File: src/rtl/pc_gen.sv
// Registered fetch PC generator with a fetch handshake, a one-entry redirect buffer
// for stalled cycles, and alignment filtering of non-exception redirect targets.
module pc_gen #(
  parameter int unsigned     XLEN         = 32,
  parameter logic [XLEN-1:0] RESET_VECTOR = 32'h0000_0200,
  parameter int unsigned     INC          = 4,
  parameter int unsigned     IALIGN       = 4
) (
  input  logic            clk,
  input  logic            reset,
  input  logic [2:0]      io_pc_sel,
  input  logic [XLEN-1:0] io_pc_jalr,
  input  logic [XLEN-1:0] io_pc_br,
  input  logic [XLEN-1:0] io_pc_jmp,
  input  logic [XLEN-1:0] io_pc_excp,
  input  logic            io_if_ready,
  output logic [XLEN-1:0] io_pc,
  output logic            io_pc_valid,
  output logic            io_pend_valid,
  output logic            io_misalign,
  output logic [XLEN-1:0] io_misalign_addr
);

  logic            valid_q, valid_d;
  logic [XLEN-1:0] pc_q, pc_d;
  logic            pend_valid_q, pend_valid_d;
  logic            pend_exc_q, pend_exc_d;
  logic [XLEN-1:0] pend_pc_q, pend_pc_d;
  logic            misalign_q, misalign_d;
  logic [XLEN-1:0] misalign_addr_q, misalign_addr_d;

  logic            is_redir, is_exc, low_bad, drop, accept, fire;
  logic [XLEN-1:0] tgt;

  // Reserved selects fall through to sequential.
  always_comb begin
    is_redir = 1'b0;
    is_exc   = 1'b0;
    tgt      = '0;
    case (io_pc_sel)
      3'd1: begin is_redir = 1'b1; tgt = io_pc_jalr; end
      3'd2: begin is_redir = 1'b1; tgt = io_pc_br;   end
      3'd3: begin is_redir = 1'b1; tgt = io_pc_jmp;  end
      3'd4: begin is_redir = 1'b1; is_exc = 1'b1; tgt = io_pc_excp; end
      default: ;
    endcase
  end

  assign low_bad = (IALIGN == 4) ? (tgt[1:0] != 2'b00) : tgt[0];
  assign drop    = is_redir & ~is_exc & low_bad;
  assign accept  = is_redir & ~drop;
  assign fire    = valid_q & io_if_ready;

  always_comb begin
    valid_d         = 1'b1;
    pc_d            = pc_q;
    pend_valid_d    = pend_valid_q;
    pend_exc_d      = pend_exc_q;
    pend_pc_d       = pend_pc_q;
    misalign_d      = drop;
    misalign_addr_d = drop ? tgt : misalign_addr_q;
    if (fire) begin
      if (accept && is_exc) begin
        pc_d = tgt;
      end else if (pend_valid_q && pend_exc_q) begin
        pc_d = pend_pc_q;
      end else if (accept) begin
        pc_d = tgt;
      end else if (pend_valid_q) begin
        pc_d = pend_pc_q;
      end else begin
        pc_d = pc_q + XLEN'(INC);
      end
      pend_valid_d = 1'b0;
      pend_exc_d   = 1'b0;
    end else if (accept && (is_exc || !pend_exc_q)) begin
      // A buffered exception is only displaced by a newer exception.
      pend_valid_d = 1'b1;
      pend_exc_d   = is_exc;
      pend_pc_d    = tgt;
    end
  end

  always_ff @(posedge clk or posedge reset) begin
    if (reset) begin
      valid_q         <= 1'b0;
      pc_q            <= RESET_VECTOR;
      pend_valid_q    <= 1'b0;
      pend_exc_q      <= 1'b0;
      pend_pc_q       <= '0;
      misalign_q      <= 1'b0;
      misalign_addr_q <= '0;
    end else begin
      valid_q         <= valid_d;
      pc_q            <= pc_d;
      pend_valid_q    <= pend_valid_d;
      pend_exc_q      <= pend_exc_d;
      pend_pc_q       <= pend_pc_d;
      misalign_q      <= misalign_d;
      misalign_addr_q <= misalign_addr_d;
    end
  end

  assign io_pc            = pc_q;
  assign io_pc_valid      = valid_q;
  assign io_pend_valid    = pend_valid_q;
  assign io_misalign      = misalign_q;
  assign io_misalign_addr = misalign_addr_q;

endmodule

File: config.mk
export PLATFORM = sky130hd
export DESIGN_NAME = pc_gen
export DESIGN_NICKNAME = d
export VERILOG_FILES = /design/src/rtl/pc_gen.sv
export SDC_FILE = /design/constraint.sdc
export NUM_CORES = 1
export LEC_CHECK = 0
export ABC_AREA = 1
export CAP_MARGIN = 20
export CORE_MARGIN = 2
export CORE_UTILIZATION = 48
export CTS_CLUSTER_SIZE = 24
export DETAILED_ROUTE_END_ITERATION = 8
export MAX_ROUTING_LAYER = met4
export PLACE_DENSITY = 0.87
export SYNTH_ARGS = -nofsm -noshare
export SYNTH_HDL_FRONTEND = slang
export SYNTH_SLANG_ARGS = --single-unit
File: constraint.sdc
create_clock -name clk -period 3.6 [get_ports clk]
set_clock_uncertainty 0.05 [all_clocks]
set_input_delay 0.54 -clock clk [delete_from_list [all_inputs] [get_ports clk]]
set_output_delay 0.54 -clock clk [all_outputs]
set_load 0.01 [all_outputs]
* Word-level counts from Yosys, hierarchy flattened *
Cells that the tools add are included.
Widths: inputs -> output; s select.

word-level totals
  register bits = 100
  input port bits = 134
  output and inout bits = 67
  word-level logic and storage cells = 39

operators by class
  add/subtract/negate cells = 1
  equality and inequality tests = 4
  muxes and demuxes = 11
  bitwise logic cells = 7
  reduce and logical (&&, ||, !) cells = 9

operators with widths
  kind                   number
  $mux 32                4
  $pmux 32 s4            1
  $add 32x3->32 const B  1
  $eq 3x2->1 const B     2
  $mux 1                 6
  $and 1x1->1            4
  $reduce_bool 2->1      2
  $reduce_or 4->1        1
  $eq 3x1->1 const B     1
  $eq 3x3->1 const B     1
  $logic_and 1x1->1      3
  $not 1->1              3
  $reduce_and 2->1       1
  $logic_not 1->1        1
  $logic_or 1x1->1       1

* Depth between registers and ports, before layout *
Gate-level depths: netlist (run 1).

  word-level depth = 10
  gate-level depth with buffers = 15
  depth with buffers taken out = 14

* Least setup slack after synthesis (run 1) *
No wires, ideal clock.

  path kind = input-to-reg
  start = in io_pc_sel[0]
  end = reg pend_pc_q[3]
  data arrival time = 2.030 ns
  required time = 3.416 ns
  path slack = 1.386 ns
  stages = 11
  cell sequence = buf_4 nor2_1 nand2_2 nand2_2 nand2_2 nor3_4 inv_2 buf_6 buf_2 nand2_1 o21ai_1

between the ends
  cells in the longest elaborated chain, start to end = 9
  elaborated cells between the ends (all ways) = 17
  those cells by class = 4 x eq/ne; 3 x mux; 5 x bitwise; 5 x reduce/logical

RTL lines
  what                                                 line    text
  start, declared                                      11      input logic [2:0] io_pc_sel,
  $eq 3x3->1, or another cell as far along             40      case (io_pc_sel)
  $reduce_or 4->1 (no line) or $mux 1 (tied branches)  --
  $mux 1 or $not 1->1 (tied branches)                  40, 50
  $and 1x1->1 (2 in a row)                             50      assign drop = is_redir & ~is_exc & low_bad;
  $not 1->1                                            51      assign accept = is_redir & ~drop;
  $and 1x1->1                                          51
  $logic_and 1x1->1                                    76      end else if (accept && (is_exc || !pend_exc_q)) begin
  $reduce_and 2->1 (no line)                           --
  end signal, assigned                                 98      pend_pc_q <= pend_pc_d;
  end, declared                                        28      logic [XLEN-1:0] pend_pc_q, pend_pc_d;

Parallel ways exist; a longest one is shown, timed or not.
A chain may end at the register's enable or synchronous reset.

* Worst setup path after layout (run 1) *
  start = in io_pc_sel[0]
  end = reg pc_q[25] (netlist: io_pc[25])

between the ends
  cells in the longest elaborated chain, start to end = 10
  elaborated cells between the ends (all ways) = 18
  those cells by class = 4 x eq/ne; 6 x mux; 5 x bitwise; 3 x reduce/logical

RTL lines
  what                                                 line    text
  $eq 3x3->1, or another cell as far along             40
  $reduce_or 4->1 (no line) or $mux 1 (tied branches)  --
  $mux 1 or $not 1->1 (tied branches)                  40, 50
  $and 1x1->1 (2 in a row)                             50
  $not 1->1                                            51
  $and 1x1->1                                          51
  $mux 32                                              67      end else if (accept) begin
  $mux 32                                              65      end else if (pend_valid_q && pend_exc_q) begin
  $mux 32 *                                            63      if (accept && is_exc) begin
  end signal, assigned                                 95      pc_q <= pc_d;
  end, declared                                        25      logic [XLEN-1:0] pc_q, pc_d;

Every way passes the cells marked *; elsewhere a longest branch is shown, timed or not.

==> impl_metrics.ini, run 1 <==
[power_and_ir_drop]
powerDensity_nw_per_um2 = 469
total_power_mw = 4.22
ir_drop_uv = 259
power.leakage_nw = 4.24

[layout]
syn_to_final_growth_pct = 38.1
design_area_um2 = 8990
num_antenna_cells = 0
n_fill_cell = 1125
finalNetCount = 1317
seqCellArea_um2 = 2500
multi_input_comb_area_um2 = 3480
fin_cells = 1363
drive_gt1_share_pct = 4.21

[worst_setup_path]
worstPathArrival_ps = 2990
crit_buf_inv = 4
end_kind = register
worstSetupPathType = input pin to register
cpMaxStageDelayCell = clkdlybuf4s50_1
critical_path_required_ps = 3790
path_common_cell = nand2_1
crit_family = buffers and inverters
cp_max_fo = 48
startpoint_type = input pin
path_cells = clkdlybuf4s50_1 -> nor2_1 -> nand3_1 -> nand2_1 -> nor2_1 -> nand2_1 -> nand2_2 -> buf_4 -> buf_4 -> nand3_1 -> nand2_1 -> inv_1 -> nand2_1 -> nand2_1 -> nand2_1 -> nand2_1
cpPeakStageDelay_ps = 640

[logic_synthesis]
yosysMostFrequentCell = nand2_1
async_flop_share_pct = 100
synthCells = 1003
netlist_top_cells_count = nand2_1 (411), dfrtp_1 (99), nor2_1 (80), inv_1 (75), o21ai_0 (75)
syn_avg_cell_area_um2 = 6.49
synth_top_cell_area_share_pct = 38.1
ys_ff_latch = 100
yosysTopAreaCell = dfrtp_1
yosys-top-cells-area = dfrtp_1 (38%), nand2_1 (24%), o21ai_0 (5.8%)
ys.flop_type = dfrtp_1
yosysUniqueCellTypes = 40
yosysSeqAreaShare_pct = 38.5
synth_edf_count = 0
yosys_warnings = 0
synthesis.nets = 1138
syn-cell-area_um2 = 6510

[drt]
drtIter0Drc = 815
drtPass1Iterations = 7
wl_per_cell_um = 16.6
via_count = 7601
wl_um = 22600
vias_per_cell = 5.58
ant_nets = 0
drc = 0

[floorplan]
pin_count = 201
initial_core_util_pct = 49.2
die_w_um = 120
row_count = 42
coreArea_um2 = 13200
die_area_um2 = 14500
die_h_um = 120

[placement]
placed_cells = 1346
post-dp-hpwl_um = 16700
postPlaceCellArea_um2 = 8670
port_buffers = 200
place_ws_ps = 479
gp_congestion = 0.970

[clocking]
postCtsHoldBufs = 0
cts_setup_buffers = 0
ctsResizeCount = 0
cts_tree = done
clock_latency_ps = 350
cts-root-buf = clkbuf_16
htreeDepth = 3
cts_num_sinks = 100
clk_pin_slew_ps = 70
cts_buffers = 9
clk_path_buf_depth = 2

[worst_hold_path]
holdCritPathClass = input pin to asynchronous set/reset pin

[sta]
tightest_slew_ps = 822
hold_violations = 0
finalSetupViolations = 0
period_minus_slack_ps = 2800
fmax_mhz = 357
maxSlewHeadroom_pct = 45.1
finalCritPeriodShare_pct = 77.8
rsz0062_at_grt = no
setup_ws_ps = 800
tns_ps = 0
slew_viol_final = 0

[grt]
antenna_found_initial = 0
grt_pass1_wl_um = 36300
grt_pass1_vias = 7060
grt_max_degree = 87
grt_overflow = 0
track_usage_pct = 32.4

[job]
drv_cap = 0

[outcome]
status = finished, final reports clean
[kinds of logic (layout without fill, tap and decap cells)]
family                     after synthesis  count (layout)  share of synthesized area [%]
other                                    1               1                         0.0576
and+or+nand+nor                        584             584                           36.3
xor gates and xnor gates                 6               6                          0.807
buffers and inverters                  132             316                           8.19
AOI/OAI and AO/OA                      179             179                           16.0
DFF                                    100             100                           38.5
adders and majority gates                1               1                          0.192
[worst paths after layout]
kind | from | endpoint | slack (ps) | depth (start not counted)
max in group asynchronous | reset | io_misalign_addr[0] | 2300 | 4
hold reg to reg | io_misalign_addr[18] | io_misalign_addr[18] | 430 | 2
min in group clk | io_misalign_addr[18] | io_misalign_addr[18] | 430 | 2
setup reg to reg | io_pc[4] | io_pc[27] | 1300 | 13
hold / removal | reset | pend_pc_q[3] | 410 | 2
setup / recovery | io_pc_sel[0] | io_pc[25] | 800 | 16
[worst register-to-register path, cell delays in order (launching register included)]
cell	delay (ps)
dfrtp_1	460
nand2_1	100
nor2_1	270
nand2_1	240
nor2_1	310
nand2_1	80
nand2_1	60
nand3_1	120
nand3_1	130
nand2_1	60
nand2_1	60
nand2_1	60
nand2_1	130
nand2_1	60
[cell type report]
| type | count | area share [%] |
|---|---|---|
| clock buffer | 12 | 2.63 |
| multi-input combinational | 771 | 38.7 |
| clock inverter | 4 | 0.557 |
| sequential | 100 | 27.9 |
| inverter | 81 | 3.41 |
| tap | 176 | 2.45 |
| timing repair buffer | 219 | 24.4 |
[per-stage QoR]
stage               hold WS, ps  utilization [%]
floorplan                   393                -
global placement            411             65.5
detailed placement          420             65.5
CTS                         436             67.7
global route                424             67.9
finish                      407             67.9
[registers in the layout, indices dropped and copies added, names as in the netlist]
register	cells
io_misalign	1
io_misalign_addr	32
pend_pc_q	32
io_pc	32
io_pend_valid	1
io_pc_valid	1
pend_exc_q	1
[metal layers]
metal,share of wire (%),vias up,global-route usage [%],wire length [um]
li1,-,3600,-,-
met4,2.1,0,9.52,471
met5,0,-,-,0
met1,42,3489,45.1,9470
met2,46,468,48.8,10300
met3,10,44,5.52,2360
[where the power goes]
part | internal (mW) | total (mW) | switching [mW]
Clock | 0.539 | 0.973 | 0.433
Sequential | 1.38 | 1.67 | 0.290
Combinational | 0.759 | 1.58 | 0.819
Total | 2.68 | 4.22 | 1.54
[layout by cell type, fill, tap and decap left out, types with 6 or more instances in the layout]
master and n:
nand2_1 410, clkdlybuf4s50_1 200, dfrtp_1 99, nor2_1 78
o21ai_0 75, inv_1 74, nand3_1 62, a21oi_1 44
a22o_1 20, buf_4 16, nand4_1 14, o21ai_1 12
clkbuf_16 9, o22ai_1 6
Note: power is estimated with default switching activity, not from simulation.
==> run 2, diff against run 1 <==
==> constraint.sdc (replaced) <==
create_clock -name clk -period 2.8 [get_ports clk]
set_clock_uncertainty 0.05 [all_clocks]
set_input_delay 0.42 -clock clk [delete_from_list [all_inputs] [get_ports clk]]
set_output_delay 0.42 -clock clk [all_outputs]
set_load 0.01 [all_outputs]
==> impl_metrics.ini, run 2 (same netlist as run 1, synthesis figures left out) <==
[worst_setup_path]
worstSetupPathType = input pin to register
startpoint_type = input pin
worstPathArrival_ps = 2590
end_kind = register
critical_path_required_ps = 2940
cp_max_fo = 48

[power_and_ir_drop]
p_int_mw = 3.67
p_seq_share_pct = 37.7
p_sw_share_pct = 35.2
ir_drop_uv = 365
p_comb_share_pct = 36.6
power_frac_clock_pct = 25.7
power_switching_mw = 1.99
powerDensity_nw_per_um2 = 619
power.leakage_nw = 4.33

[floorplan]
row_count = 42
die_area_um2 = 14500
coreArea_um2 = 13200
initial_core_util_pct = 49.2
pin_count = 201
die_h_um = 120
die_w_um = 120

[sta]
finalSetupViolations = 0
rsz0062_at_grt = no
maxSlewHeadroom_pct = 47.4
tightest_slew_ps = 787
finalCritPeriodShare_pct = 87.5
fmax_mhz = 408
tns_ps = 0
hold_violations = 0
period_minus_slack_ps = 2450
setup_ws_ps = 349
slew_viol_final = 0

[clocking]
clk_pin_slew_ps = 70
ctsResizeCount = 0
cts_setup_buffers = 0
cts_buffers = 9
postCtsHoldBufs = 0
cts_tree = done
clock_latency_ps = 350
cts_num_sinks = 100
cts-root-buf = clkbuf_16
clk_path_buf_depth = 2
htreeDepth = 3

[worst_hold_path]
holdCritPathClass = register to register

[placement]
port_buffers = 200
gp_congestion = 0.909
placed_cells = 1361
post-dp-hpwl_um = 16900
place_ws_ps = 36.6

[grt]
grt_max_degree = 49
use_met3_pct = 7.12
grt_overflow = 0
use_met2_pct = 49.0
gr-usage-met1_pct = 44.7
grt_pass1_wl_um = 36700
antenna_found_initial = 0
grt_pass1_vias = 7318
busiest_layer = met2
track_usage_pct = 33.0

[drt]
drtIter0Drc = 950
via_count = 7601
vias_per_cell = 5.52
wl_per_cell_um = 16.4
drtPass1Iterations = 5
wl_um = 22600
drc = 0
ant_nets = 0

[layout]
finalNetCount = 1331
layout_commonest_cell = nand2_1
num_antenna_cells = 0
n_fill_cell = 1133
fin_cells = 1376
final_cell_mix = nand2_1 (410), clkdlybuf4s50_1 (200), dfrtp_1 (99)
fin_util_pct = 69.0
drive_gt1_share_pct = 5.42
syn_to_final_growth_pct = 40.4

[outcome]
status = finished, final reports clean

[job]
drv_cap = 0
==> run 2: area by class of cell <==
cell class                      count  area [um2]  area share (%)
Multi-Input combinational cell    771        3480            38.1
Clock inverter                      4        97.6            1.07
Sequential cell                   100        2500            27.4
Tap cell                          176         220            2.41
Timing Repair Buffer              233        2290            25.0
Clock buffer                       11         243            2.66
Inverter                           81         308            3.37
==> run 2: critical path, cell delays in order <==
cell             delay (ps)
clkdlybuf4s50_1         480
nor2_1                  300
nand3_1                 160
nand2_1                 110
nor2_1                   70
nand2_1                  70
nand2_2                  60
nand2_2                 100
nor3_4                   50
inv_2                   570
o21ai_0                 190
==> run 2: per-stage QoR <==
stage	hold WS (ps)	cell area (um2)	power (mW)
floorplan	393	6510	3.12
global placement	405	8800	4.13
detailed placement	414	8800	4.18
CTS	429	9140	5.63
global route	462	9140	5.99
finish	436	9140	5.65
==> run 2: path summary, 6_finish.rpt <==
check	from	end	slack [ps]	cells past startpoint
worst min-delay path	pend_pc_q[28]	pend_pc_q[28]	440	2
min in group asynchronous	reset	pend_pc_q[10]	500	2
max in group asynchronous	reset	io_pc[9]	1470	3
worst max-delay path	io_pc_sel[1]	io_pend_valid	350	11
worst max register to register	io_pc[2]	io_pc[18]	480	11
worst min register to register	pend_pc_q[28]	pend_pc_q[28]	440	2
==> run 2: power groups by stage <==
stage          sequential, mW  clock, mW  combinational [mW]
3_3_place_gp             2.14          0                1.99
5_1_grt                  2.18       1.52                2.30
4_1_cts                  2.12       1.45                2.06
3_5_place_dp             2.14          0                2.04
6_report                 2.13       1.45                2.07
2_1_floorplan            2.14          0               0.981
==> run 2: layer usage <==
metal | vias up | routed length [um]
li1 | 3636 | -
met2 | 461 | 10100
met4 | 0 | 634
met1 | 3450 | 9440
met3 | 54 | 2400
met5 | - | 0
==> run 3, diff against run 2 <==
--- a/config.mk
+++ b/config.mk
@@ -8,11 +8,12 @@
 export ABC_AREA = 1
 export CAP_MARGIN = 20
 export CORE_MARGIN = 2
-export CORE_UTILIZATION = 48
+export CORE_UTILIZATION = 30
 export CTS_CLUSTER_SIZE = 24
 export DETAILED_ROUTE_END_ITERATION = 8
 export MAX_ROUTING_LAYER = met4
-export PLACE_DENSITY = 0.87
+export PLACE_DENSITY = 0.6
 export SYNTH_ARGS = -nofsm -noshare
 export SYNTH_HDL_FRONTEND = slang
 export SYNTH_SLANG_ARGS = --single-unit
+export TNS_END_PERCENT = 5
==> impl_metrics.ini, run 3 (same netlist as run 1, synthesis figures left out) <==
[clocking]
cts_num_sinks = 100
cts_tree = done
cts-root-buf = clkbuf_16
htreeDepth = 3
ctsResizeCount = 0
clk_path_buf_depth = 2
cts_setup_buffers = 0
postCtsHoldBufs = 0
cts_buffers = 9
clock_latency_ps = 350
clk_pin_slew_ps = 70

[drt]
drtIter0Drc = 423
ant_nets = 0
wl_per_cell_um = 16.6
vias_per_cell = 4.94
wl_um = 24500
drtPass1Iterations = 5
drc = 0
via_count = 7296

[worst_setup_path]
r2r_end = io_pc[12]
critical_path_required_ps = 2940
worstSetupPathType = input pin to register
worstPathArrival_ps = 2600
crit_buf_inv = 3
startpoint_type = input pin
timing.rr.start = io_pc[9]
cpPeakStageDelay_ps = 560
cpMaxStageDelayCell = inv_2
end_kind = register
reg2regPathDepth = 13
cp_max_fo = 48
reg2reg_slack_ps = 610
crit_family = buffers and inverters
path_cells = clkdlybuf4s50_1 -> inv_1 -> nor2_1 -> nand3_1 -> nand2_1 -> nor2_1 -> nand2_1 -> nand2_2 -> nand2_2 -> nor3_4 -> inv_2 -> o21ai_0

[layout]
design_area_um2 = 9250
layout_commonest_cell = nand2_1
final_cell_mix = nand2_1 (410), clkdlybuf4s50_1 (200), dfrtp_1 (99)
num_antenna_cells = 0
finalNetCount = 1333
fin_util_pct = 43.7
drive_gt1_share_pct = 5.65
syn_to_final_growth_pct = 42.1

[power_and_ir_drop]
powerDensity_nw_per_um2 = 609
power.leakage_nw = 4.33
total_power_mw = 5.63
ir_drop_uv = 293

[floorplan]
die_area_um2 = 22900
coreArea_um2 = 21200
initial_core_util_pct = 30.8
row_count = 53
die_h_um = 151
die_w_um = 151
pin_count = 201

[sta]
rsz0062_at_grt = no
finalSetupViolations = 0
fmax_mhz = 408
hold_violations = 0
hold_slack_ps = 425
period_minus_slack_ps = 2450
maxSlewHeadroom_pct = 48.6
setup_ws_ps = 347
slew_viol_final = 0
tightest_slew_ps = 769
finalCritPeriodShare_pct = 87.6

[placement]
postPlaceCellArea_um2 = 8910
place_ws_ps = -19.7
port_buffers = 200
post-dp-hpwl_um = 18500
gp_congestion = 0.864

[outcome]
status = finished, final reports clean

[job]
drv_cap = 0

[worst_hold_path]
hold_end = io_misalign_addr[0]
holdCritPathClass = register to register
hp-start = io_misalign_addr[0]
min_delay_path_depth = 2

[grt]
grt_max_degree = 101
grt_overflow = 0
grt_pass1_wl_um = 38400
track_usage_pct = 22.4
grt_pass1_vias = 6871
antenna_found_initial = 0
[run 3: cell count changes in the layout (fill, tap and decap cells not counted)]
cell       previous run  this run
buf_12                3         1
buf_4                30        34
bufinv_16             3         2
clkbuf_8              1         3
[run 3: area by class of cell]
class	count	area, um2
Timing Repair Buffer	235	2280
Clock buffer	13	270
Clock inverter	3	67.6
Fill cell	2200	11900
Multi-Input combinational cell	771	3480
Tap cell	275	344
Sequential cell	100	2500
Inverter	81	308
[run 3: worst register-to-register path: stages (launching register included)]
cell and delay (ps):
dfstp_2 640, nand2_1 110, nor2_1 160, nand2_1 180, nor2_1 240, nand2_1 80, nand2_1 100, nand2_1 80
nand2_1 90, nand2_1 50, nand3_1 70, nand3_1 70, nand2_1 130, nand2_1 60
[run 3: power breakdown]
group | total, mW | switching (mW) | internal, mW
Clock | 1.43 | 0.569 | 0.858
Sequential | 2.13 | 0.353 | 1.77
Combinational | 2.08 | 1.09 | 0.991
Total | 5.63 | 2.01 | 3.62
[run 3: routing by layer]
metal | global-route usage, % | share of wire (%)
met5 | - | 0
met4 | 4.44 | 1.1
met3 | 5.36 | 8.7
met2 | 33.3 | 44
met1 | 31.2 | 46
[run 3: worst max-delay path by stage]
| stage | from | to | cells after the start |
|---|---|---|---|
| floorplan | io_pc_sel[0] | pend_pc_q[3] | 11 |
| global placement | io_pc_sel[1] | io_pend_valid | 12 |
| detailed placement | io_pc_sel[1] | io_pend_valid | 12 |
| CTS | io_pc_sel[1] | io_pend_valid | 12 |
| global route | io_pc_sel[1] | io_pend_valid | 12 |
| finish | io_pc_sel[1] | io_pend_valid | 12 |
[run 3: metrics by stage]
stage          std cells  TNS (ps)
2_1_floorplan       1003         0
3_3_place_gp        1462         0
3_5_place_dp        1462     -23.9
4_1_cts             1478         0
5_1_grt             1478         0
6_report            1478         0
